==> src/rtl/serial_subtractor_pkg.sv <==
// Shared definitions for the bit-serial subtractor: default data width and
// FSM state encoding.
package serial_subtractor_pkg;

  localparam int unsigned DEFAULT_DATA_WIDTH = 32;

  typedef enum logic [1:0] {
    IDLE   = 2'd0,
    SHIFT  = 2'd1,
    FINISH = 2'd2
  } state_t;

endpackage

==> src/rtl/full_subtractor.sv <==
// Single-bit full subtractor used by the serial datapath.
//   A, B : minuend / subtrahend bits
//   BI   : borrow in
//   D    : difference bit
//   BO   : borrow out
module full_subtractor (
  input  logic A,
  input  logic B,
  input  logic BI,
  output logic D,
  output logic BO
);

  assign D  = A ^ B ^ BI;
  assign BO = (~A & B) | (~(A ^ B) & BI);

endmodule

==> src/rtl/serial_subtractor.sv <==
// Bit-serial subtractor: computes D = A - B - BI over DATA_WIDTH clock cycles,
// LSB first, with borrow-out and two's-complement overflow.
//   CLK, RST      : clock, asynchronous active-low reset
//   START         : request, accepted in IDLE or FINISH
//   A, B, BI      : operands, latched on an accepted START
//   D, BO, V      : result, borrow-out, overflow (valid from DONE onward)
//   BUSY          : high while the state is SHIFT
//   DONE          : one-cycle pulse when D/BO/V update
module serial_subtractor
  import serial_subtractor_pkg::*;
#(
  parameter int unsigned DATA_WIDTH = DEFAULT_DATA_WIDTH
) (
  input  logic                  CLK,
  input  logic                  RST,
  input  logic                  START,
  input  logic [DATA_WIDTH-1:0] A,
  input  logic [DATA_WIDTH-1:0] B,
  input  logic                  BI,
  output logic [DATA_WIDTH-1:0] D,
  output logic                  BO,
  output logic                  V,
  output logic                  BUSY,
  output logic                  DONE
);

  localparam int unsigned CNT_W = $clog2(DATA_WIDTH);

  state_t                  state;
  state_t                  next_state;
  logic [CNT_W-1:0]        cnt;
  logic [DATA_WIDTH-1:0]   a_sr;
  logic [DATA_WIDTH-1:0]   b_sr;
  logic [DATA_WIDTH-1:0]   d_sr;
  logic                    br;
  logic                    a_msb;
  logic                    b_msb;

  logic                    load_c;
  logic                    shift_c;
  logic                    last_c;
  logic                    d_bit;
  logic                    bo_bit;
  logic [DATA_WIDTH-1:0]   d_sr_next;

  full_subtractor u_fs (
    .A  (a_sr[0]),
    .B  (b_sr[0]),
    .BI (br),
    .D  (d_bit),
    .BO (bo_bit)
  );

  // New difference bit enters at the MSB; the LSB falls off.
  assign d_sr_next = DATA_WIDTH'({d_bit, d_sr} >> 1);

  // State register
  always_ff @(posedge CLK or negedge RST) begin
    if (!RST) state <= IDLE;
    else      state <= next_state;
  end

  // Next-state logic
  always_comb begin
    next_state = state;
    case (state)
      IDLE:    if (START) next_state = SHIFT;
      SHIFT:   if (cnt == CNT_W'(DATA_WIDTH - 1)) next_state = FINISH;
      FINISH:  next_state = START ? SHIFT : IDLE;
      default: next_state = IDLE;
    endcase
  end

  // Datapath control decode
  always_comb begin
    load_c  = 1'b0;
    shift_c = 1'b0;
    last_c  = 1'b0;
    case (state)
      IDLE:   load_c  = START;
      FINISH: load_c  = START;
      SHIFT: begin
        shift_c = 1'b1;
        last_c  = (cnt == CNT_W'(DATA_WIDTH - 1));
      end
      default: ;
    endcase
  end

  // Operand/result shift registers, counter and borrow
  always_ff @(posedge CLK or negedge RST) begin
    if (!RST) begin
      cnt   <= '0;
      a_sr  <= '0;
      b_sr  <= '0;
      d_sr  <= '0;
      br    <= 1'b0;
      a_msb <= 1'b0;
      b_msb <= 1'b0;
    end else if (load_c) begin
      cnt   <= '0;
      a_sr  <= A;
      b_sr  <= B;
      d_sr  <= '0;
      br    <= BI;
      a_msb <= A[DATA_WIDTH-1];
      b_msb <= B[DATA_WIDTH-1];
    end else if (shift_c) begin
      cnt  <= cnt + CNT_W'(1);
      a_sr <= a_sr >> 1;
      b_sr <= b_sr >> 1;
      d_sr <= d_sr_next;
      br   <= bo_bit;
    end
  end

  // Visible outputs: results only change on the final SHIFT cycle
  always_ff @(posedge CLK or negedge RST) begin
    if (!RST) begin
      D    <= '0;
      BO   <= 1'b0;
      V    <= 1'b0;
      BUSY <= 1'b0;
      DONE <= 1'b0;
    end else begin
      BUSY <= (next_state == SHIFT);
      DONE <= last_c;
      if (last_c) begin
        D  <= d_sr_next;
        BO <= bo_bit;
        // d_bit is the MSB of the final difference
        V  <= (a_msb ^ b_msb) & (a_msb ^ d_bit);
      end
    end
  end

endmodule

==> config.mk <==
export PLATFORM = sky130hd
export DESIGN_NAME = serial_subtractor
export DESIGN_NICKNAME = d
export VERILOG_FILES = /design/src/rtl/serial_subtractor_pkg.sv /design/src/rtl/full_subtractor.sv /design/src/rtl/serial_subtractor.sv
export SDC_FILE = /design/constraint.sdc
export NUM_CORES = 1
export LEC_CHECK = 0
export ABC_AREA = 1
export BUFFER_PORTS_ARGS = -buffer_cell sky130_fd_sc_hd__buf_2
export CORE_UTILIZATION = 40
export CTS_BUF_LIST = sky130_fd_sc_hd__clkbuf_8
export DETAILED_ROUTE_END_ITERATION = 10
export MAX_ROUTING_LAYER = met4
export PLACE_DENSITY = 0.65
export SYNTH_ARGS = -nofsm -noshare
export SYNTH_HDL_FRONTEND = slang
export SYNTH_SLANG_ARGS = --single-unit
==> constraint.sdc <==
create_clock -name CLK -period 3.85 [get_ports CLK]
set_input_delay 1.155 -clock CLK [delete_from_list [all_inputs] [get_ports CLK]]
set_output_delay 1.155 -clock CLK [all_outputs]
set_load 0.01 [all_outputs]
==> run_results.csv, run 1 <==
group,metric,value,unit
outcome,status,"finished, final reports clean",
synthesis,ys_ff_latch,141,
sta,slew-limit-headroom,27.0,%
cts,cts.htree.levels,4,
synthesis,syn_nets,711,
sta,skew,0.0125,ns
sta,setup_violations,0,
power_and_ir_drop,swShare,35.4,%
worst_setup_path,cp_max_fo,69,
power_and_ir_drop,ir_worst_vdd,0.000301,V
synthesis,async_flop_share,100,%
grt,first_global_vias,4348,
synthesis,yosys_warnings,0,
cells_and_area,nets,801,
cts,post_cts_buffers,0,
sta,worst_pin_slew,1.09,ns
cts,cts_root_buf,"clkbuf_8",
job,maxCapViolations,0,
sta,finalSetupTns,0,ns
cts,cts_tree,"done",
cells_and_area,layout-drive-gt1-share,20.3,%
cells_and_area,syn_to_final_growth,18.6,%
die,core-area,14000,um^2
synthesis,synth_top_area_cell,"dfrtp_1",
power_and_ir_drop,power.share.sequential,44.0,%
synthesis,synth_ff_type,"dfrtp_1",
die,ios,104,
sta,drv_slew,0,
cells_and_area,regArea,3530,um^2
routing,routed-via-count,4521,
power_and_ir_drop,leakagePower,3.47,nW
cells_and_area,diodes,0,
cells_and_area,num-fill-cells,1353,
cts,cts_sinks,141,
grt,grt_max_degree,73,
power_and_ir_drop,power.switching,1.97,mW
sta,hold_viol,0,
die,die_height,122,um
routing,wl_per_cell,13.2,um
synthesis,syn_inst,640,
placement,hpwlAfterDp,7.94,mm
sta,final.min_clock_period,2.27,ns
worst_setup_path,critical_path_class,"reg2reg",
cts,ctsHoldBuffers,0,
power_and_ir_drop,power_density,818,nW/um^2
cts,post_cts_resized,0,
grt,overflow,0,
die,die_w,122,um
die,std_cell_rows,43,
grt,antenna_found_initial,0,
die,initial_core_util,41.2,%
worst_setup_path,worst_setup_path_end_kind,"flip-flop",
synthesis,synth_edf_count,0,
cts,cts.clk_slew.worst_paths,0.08,ns
worst_setup_path,worstPathArrival,2.59,ns
sta,finalCritPeriodShare,59.0,%
routing,drt_iter0_drc,375,
power_and_ir_drop,clockPowerShare,23.6,%
sta,clock.fmax,440,MHz
synthesis,synth_cell_types,22,
synthesis,synth_area,5760,um^2
cts,cts_max_path_buffers,2,
worst_setup_path,reg2reg_slack,1.58,ns
grt,gr-usage-all-layers,18.3,%
placement,gp_congestion,0.782,
power_and_ir_drop,pwr-share-comb,32.4,%
routing,via_per_inst,4.90,
sta,holdWs,0.483,ns
sta,rsz0062_at_grt,"no",
worst_setup_path,cp-start-kind,"flip-flop",
hold_path,worstHoldPathType,"reg2reg",
placement,numPortBuffers,103,
synthesis,yosysTopAreaCellShare,61.3,%
power_and_ir_drop,intPower,3.61,mW
synthesis,synth_area_leaders,"dfrtp_1, nand2_1, o21ai_0",
die,dieArea,14900,um^2
routing,drc,0,
synthesis,yosysSeqAreaShare,61.3,%
routing,detail_route.wirelength,12.2,mm
cts,clk_latency,0.44,ns
grt,grt_pass1_wl,20.4,mm
worst_setup_path,cp.required,4.17,ns
cts,numCtsBuffers,17,
routing,drtAntennaViolNets,0,
routing,dr.pass1.iters,5,
synthesis,syn_area_per_cell,9.00,um^2
cells_and_area,multiInputGateArea,1860,um^2
placed cells by master, fill, tap and decap left out, drive strengths merged:
| cell type | Yosys | routed |
|---|---|---|
| buf | 26 | 111 |
| bufinv | 0 | 4 |
| clkbuf | 14 | 21 |
| fa | 1 | 1 |
| nor2 | 33 | 33 |
| nand3 | 8 | 8 |
| o211ai | 3 | 3 |
| clkinv | 0 | 7 |
| ha | 2 | 2 |
| inv | 46 | 46 |
| o21ai | 95 | 95 |
| o22ai | 32 | 32 |
| or2 | 1 | 1 |
| a21oi | 29 | 29 |
| dfrtp | 141 | 141 |
| nand2 | 209 | 209 |
per-stage QoR:
step	utilization (%)	area (um^2)	std cells	setup slack [ns]	total power [mW]
after floorplan	-	5760	640	2.00	3.77
after global placement	45.6	6380	891	1.32	4.20
after detailed placement	45.6	6380	891	1.26	4.32
after CTS	48.8	6830	923	1.52	5.65
after global routing	48.8	6830	923	1.28	6.05
final	48.8	6830	923	1.58	5.59
critical path, cell delays in order, from the launching register on:
cell and delay (ns):
dfrtp_1 0.42, ha_1 0.23, nand2_1 0.09, nor2_1 0.04, ha_1 0.22, nand2_2 0.80
inv_1 0.19, nand3_1 0.12, nand2_1 0.05
synth_stat cells, types with 3 or more instances:
cell type,n
a21oi_1,29
buf_1,3
buf_2,17
buf_4,4
clkbuf_1,13
dfrtp_1,141
inv_1,44
nand2_1,205
nand2_2,4
nand3_1,8
nor2_1,32
o211ai_1,3
o21ai_0,74
o21ai_1,21
o22ai_1,32
power groups by stage:
| stage | registers [mW] | clock network, mW | logic, mW |
|---|---|---|---|
| after floorplan | 2.48 | 0 | 1.29 |
| after global placement | 2.45 | 0 | 1.75 |
| after detailed placement | 2.48 | 0 | 1.84 |
| after CTS | 2.46 | 1.35 | 1.84 |
| after global routing | 2.53 | 1.41 | 2.11 |
| final | 2.46 | 1.32 | 1.81 |
flip-flops by register name, indices dropped and copies added (netlist names):
signal and count:
br 1, state 2, DONE 1, a_sr 32, b_msb 1, b_sr 32, BO 1, V 1
BUSY 1, D 32, d_sr 31, a_msb 1, cnt 5
final cells by class:
class / instances / share of cell area [%]
timing repair buffer: 111 / 8.70
tap: 180 / 3.30
multi-input combinational: 413 / 27.2
clock buffer: 21 / 4.23
sequential: 141 / 51.6
clock inverter: 11 / 2.38
inverter: 46 / 2.53
final timing paths:
| kind | endpoint | cells after the start | startpoint |
|---|---|---|---|
| max in group asynchronous | b_sr[6] | 2 | RST |
| max | V | 8 | cnt[0] |
| min in group asynchronous | D[4] | 1 | RST |
| min | b_sr[26] | 2 | b_sr[26] |
| min reg2reg | b_sr[26] | 2 | b_sr[26] |
| max reg2reg | V | 8 | cnt[0] |
per-layer routing:
| metal | vias up | global-route usage [%] | share of wire [%] |
|---|---|---|---|
| met3 | 17 | 3.98 | 4.8 |
| li1 | 2248 | - | - |
| met4 | 0 | 7.02 | 1.4 |
| met1 | 2122 | 23.6 | 48 |
| met2 | 134 | 28.4 | 46 |
| met5 | - | - | 0 |
cell families (layout without fill, tap and decap cells):
kind of cell	Yosys count	in the layout	share of synthesized area [%]
AND/OR/NAND/NOR	251	251	16.8
buffers and inverters	86	189	6.52
flip-flops	141	141	61.3
adder cells (fa/ha/maj)	3	3	0.782
AO/OA/AOI/OAI	159	159	14.6
(Power assumes the default switching activity.)
==> inputs of run 2 (changes only) <==
clock period = 2.35 ns   (was 3.85 ns; I/O delays follow)
==> run 2 against run 1 <==
  * Sequential cell count stayed put
  * Sequential power is 63% higher
  * Largest cell class unchanged
  * Critical endpoint is now D[31]
  * Clock skew is 0.0039 ns lower
  * Total power is 69% higher
  * Utilization is 0.77 points higher
  * Worst hold slack worse by 0.29 ns
==> run_results.csv, run 2 (synthesized netlist as in run 1, its figures left out) <==
group,metric,value,unit
cts,cts.clk_slew.worst_paths,0.07,ns
sta,final.min_clock_period,1.69,ns
cts,post_cts_resized,0,
cts,clk_latency,0.45,ns
routing,drtAntennaViolNets,0,
routing,drt_iter0_drc,294,
sta,drv_slew,0,
placement,gp_congestion,0.795,
routing,via_per_inst,4.89,
cells_and_area,layout_common_cells,"nand2_1, dfrtp_1, buf_2",
worst_setup_path,worst_setup_path_end_kind,"output port",
sta,hold_viol,0,
power_and_ir_drop,leakagePower,3.53,nW
power_and_ir_drop,intPower,6.19,mW
cts,ctsHoldBuffers,0,
cells_and_area,final_common_cell,"nand2_1",
routing,detail_route.wirelength,12.3,mm
grt,grt_max_degree,70,
worst_setup_path,cp_top_family,"flip-flops",
cts,cts.htree.levels,4,
grt,overflow,0,
cells_and_area,syn_to_final_growth,20.5,%
grt,gr-usage-all-layers,18.4,%
worst_setup_path,cp-start-kind,"flip-flop",
worst_setup_path,cp_max_fo,2,
worst_setup_path,cp.required,1.64,ns
routing,dr.pass1.iters,7,
cells_and_area,reg_top3,"D x32, a_sr x32, b_sr x32",
worst_setup_path,slowest_stage,"dfrtp_1",
sta,clock.fmax,590,MHz
worst_setup_path,critical_path_class,"reg2out",
cells_and_area,nets,805,
die,die_w,122,um
worst_setup_path,path_cells,"buf_2",
cells_and_area,layout-drive-gt1-share,20.6,%
power_and_ir_drop,swShare,34.5,%
worst_setup_path,reg2reg_slack,0.68,ns
sta,worst_pin_slew,0.624,ns
sta,finalSetupTns,0,ns
placement,hpwlAfterDp,7.96,mm
sta,rsz0062_at_grt,"no",
worst_setup_path,path_buf_inv,1,
routing,wl_per_cell,13.3,um
sta,slew-limit-headroom,58.3,%
die,initial_core_util,41.2,%
die,core-area,14000,um^2
grt,antenna_found_initial,0,
cts,cts_tree,"done",
cts,post_cts_buffers,0,
sta,worst_slack,0.656,ns
sta,skew,0.00859,ns
die,die_height,122,um
power_and_ir_drop,clockPowerShare,25.8,%
worst_setup_path,slowest_delay,0.40,ns
grt,grt_pass1_wl,20.4,mm
cts,cts_sinks,141,
sta,setup_violations,0,
outcome,status,"finished, final reports clean",
cells_and_area,num-fill-cells,1355,
job,maxCapViolations,0,
cts,cts_max_path_buffers,2,
worst_setup_path,worstPathArrival,0.99,ns
power_and_ir_drop,power.share.sequential,42.3,%
grt,first_global_vias,4324,
cells_and_area,diodes,0,
die,std_cell_rows,43,
routing,routed-via-count,4535,
cts,numCtsBuffers,17,
power_and_ir_drop,ir_worst_vdd,0.000579,V
placement,numPortBuffers,103,
placement,dp_slack,0.392,ns
hold_path,worstHoldPathType,"in2async",
cts,cts_root_buf,"clkbuf_8",
routing,drc,0,
power_and_ir_drop,pwr-share-comb,31.8,%
die,ios,104,
sta,finalCritPeriodShare,72.1,%
power_and_ir_drop,power_density,1360,nW/um^2
die,dieArea,14900,um^2
power_and_ir_drop,power.switching,3.26,mW
## run 2: cell types whose count changed in the layout (fill, tap and decap cells not counted), sizes merged
cell,change
bufinv,+3
clkinv,-2
buf,+4
inv,+1
clkbuf,-2
## run 2: area by class of cell
class	count	area, um^2	area share (%)
clock buffers	19	262	3.77
clock inverters	13	243	3.50
inverters	46	173	2.49
multi-input cells	413	1860	26.8
flip-flops and latches	141	3530	50.8
well taps	180	225	3.24
repair buffers	115	649	9.36
## run 2: stage by stage
step / instance area (um^2) / total power [mW] / hold WS [ns] / utilization [%] / cells
3_3_place_gp: 6440 / 6.90 / 0.461 / 46.0 / 895
3_5_place_dp: 6440 / 7.09 / 0.466 / 46.0 / 895
2_1_floorplan: 5760 / 6.18 / 0.409 / - / 640
5_1_grt: 6940 / 10.2 / 0.202 / 49.6 / 927
4_1_cts: 6940 / 9.56 / 0.197 / 49.6 / 927
6_report: 6940 / 9.46 / 0.196 / 49.6 / 927
## run 2: power groups by stage
stage	Clock [mW]	Sequential, mW	Combinational, mW
4_1_cts	2.49	4.01	3.05
6_report	2.44	4.00	3.01
3_5_place_dp	0	4.04	3.04
5_1_grt	2.60	4.13	3.50
2_1_floorplan	0	4.06	2.12
3_3_place_gp	0	4.01	2.89
## run 2: layer usage
metal	part of all wire, %	track usage [%]	wire length (um)
met5	0	-	0
met4	2.3	8.64	282
met3	4.8	4.63	594
met2	45	27.3	5600
met1	47	23.7	5850
## run 2: worst paths after layout
path | from | to | cells after the start
setup / recovery | D[31] | D[31] | 1
hold / removal | RST | D[9] | 1
setup reg to reg | cnt[0] | V | 9
hold reg to reg | D[17] | D[17] | 2
max in group asynchronous | RST | b_sr[15] | 2
min in group CLK | B[17] | b_sr[17] | 3
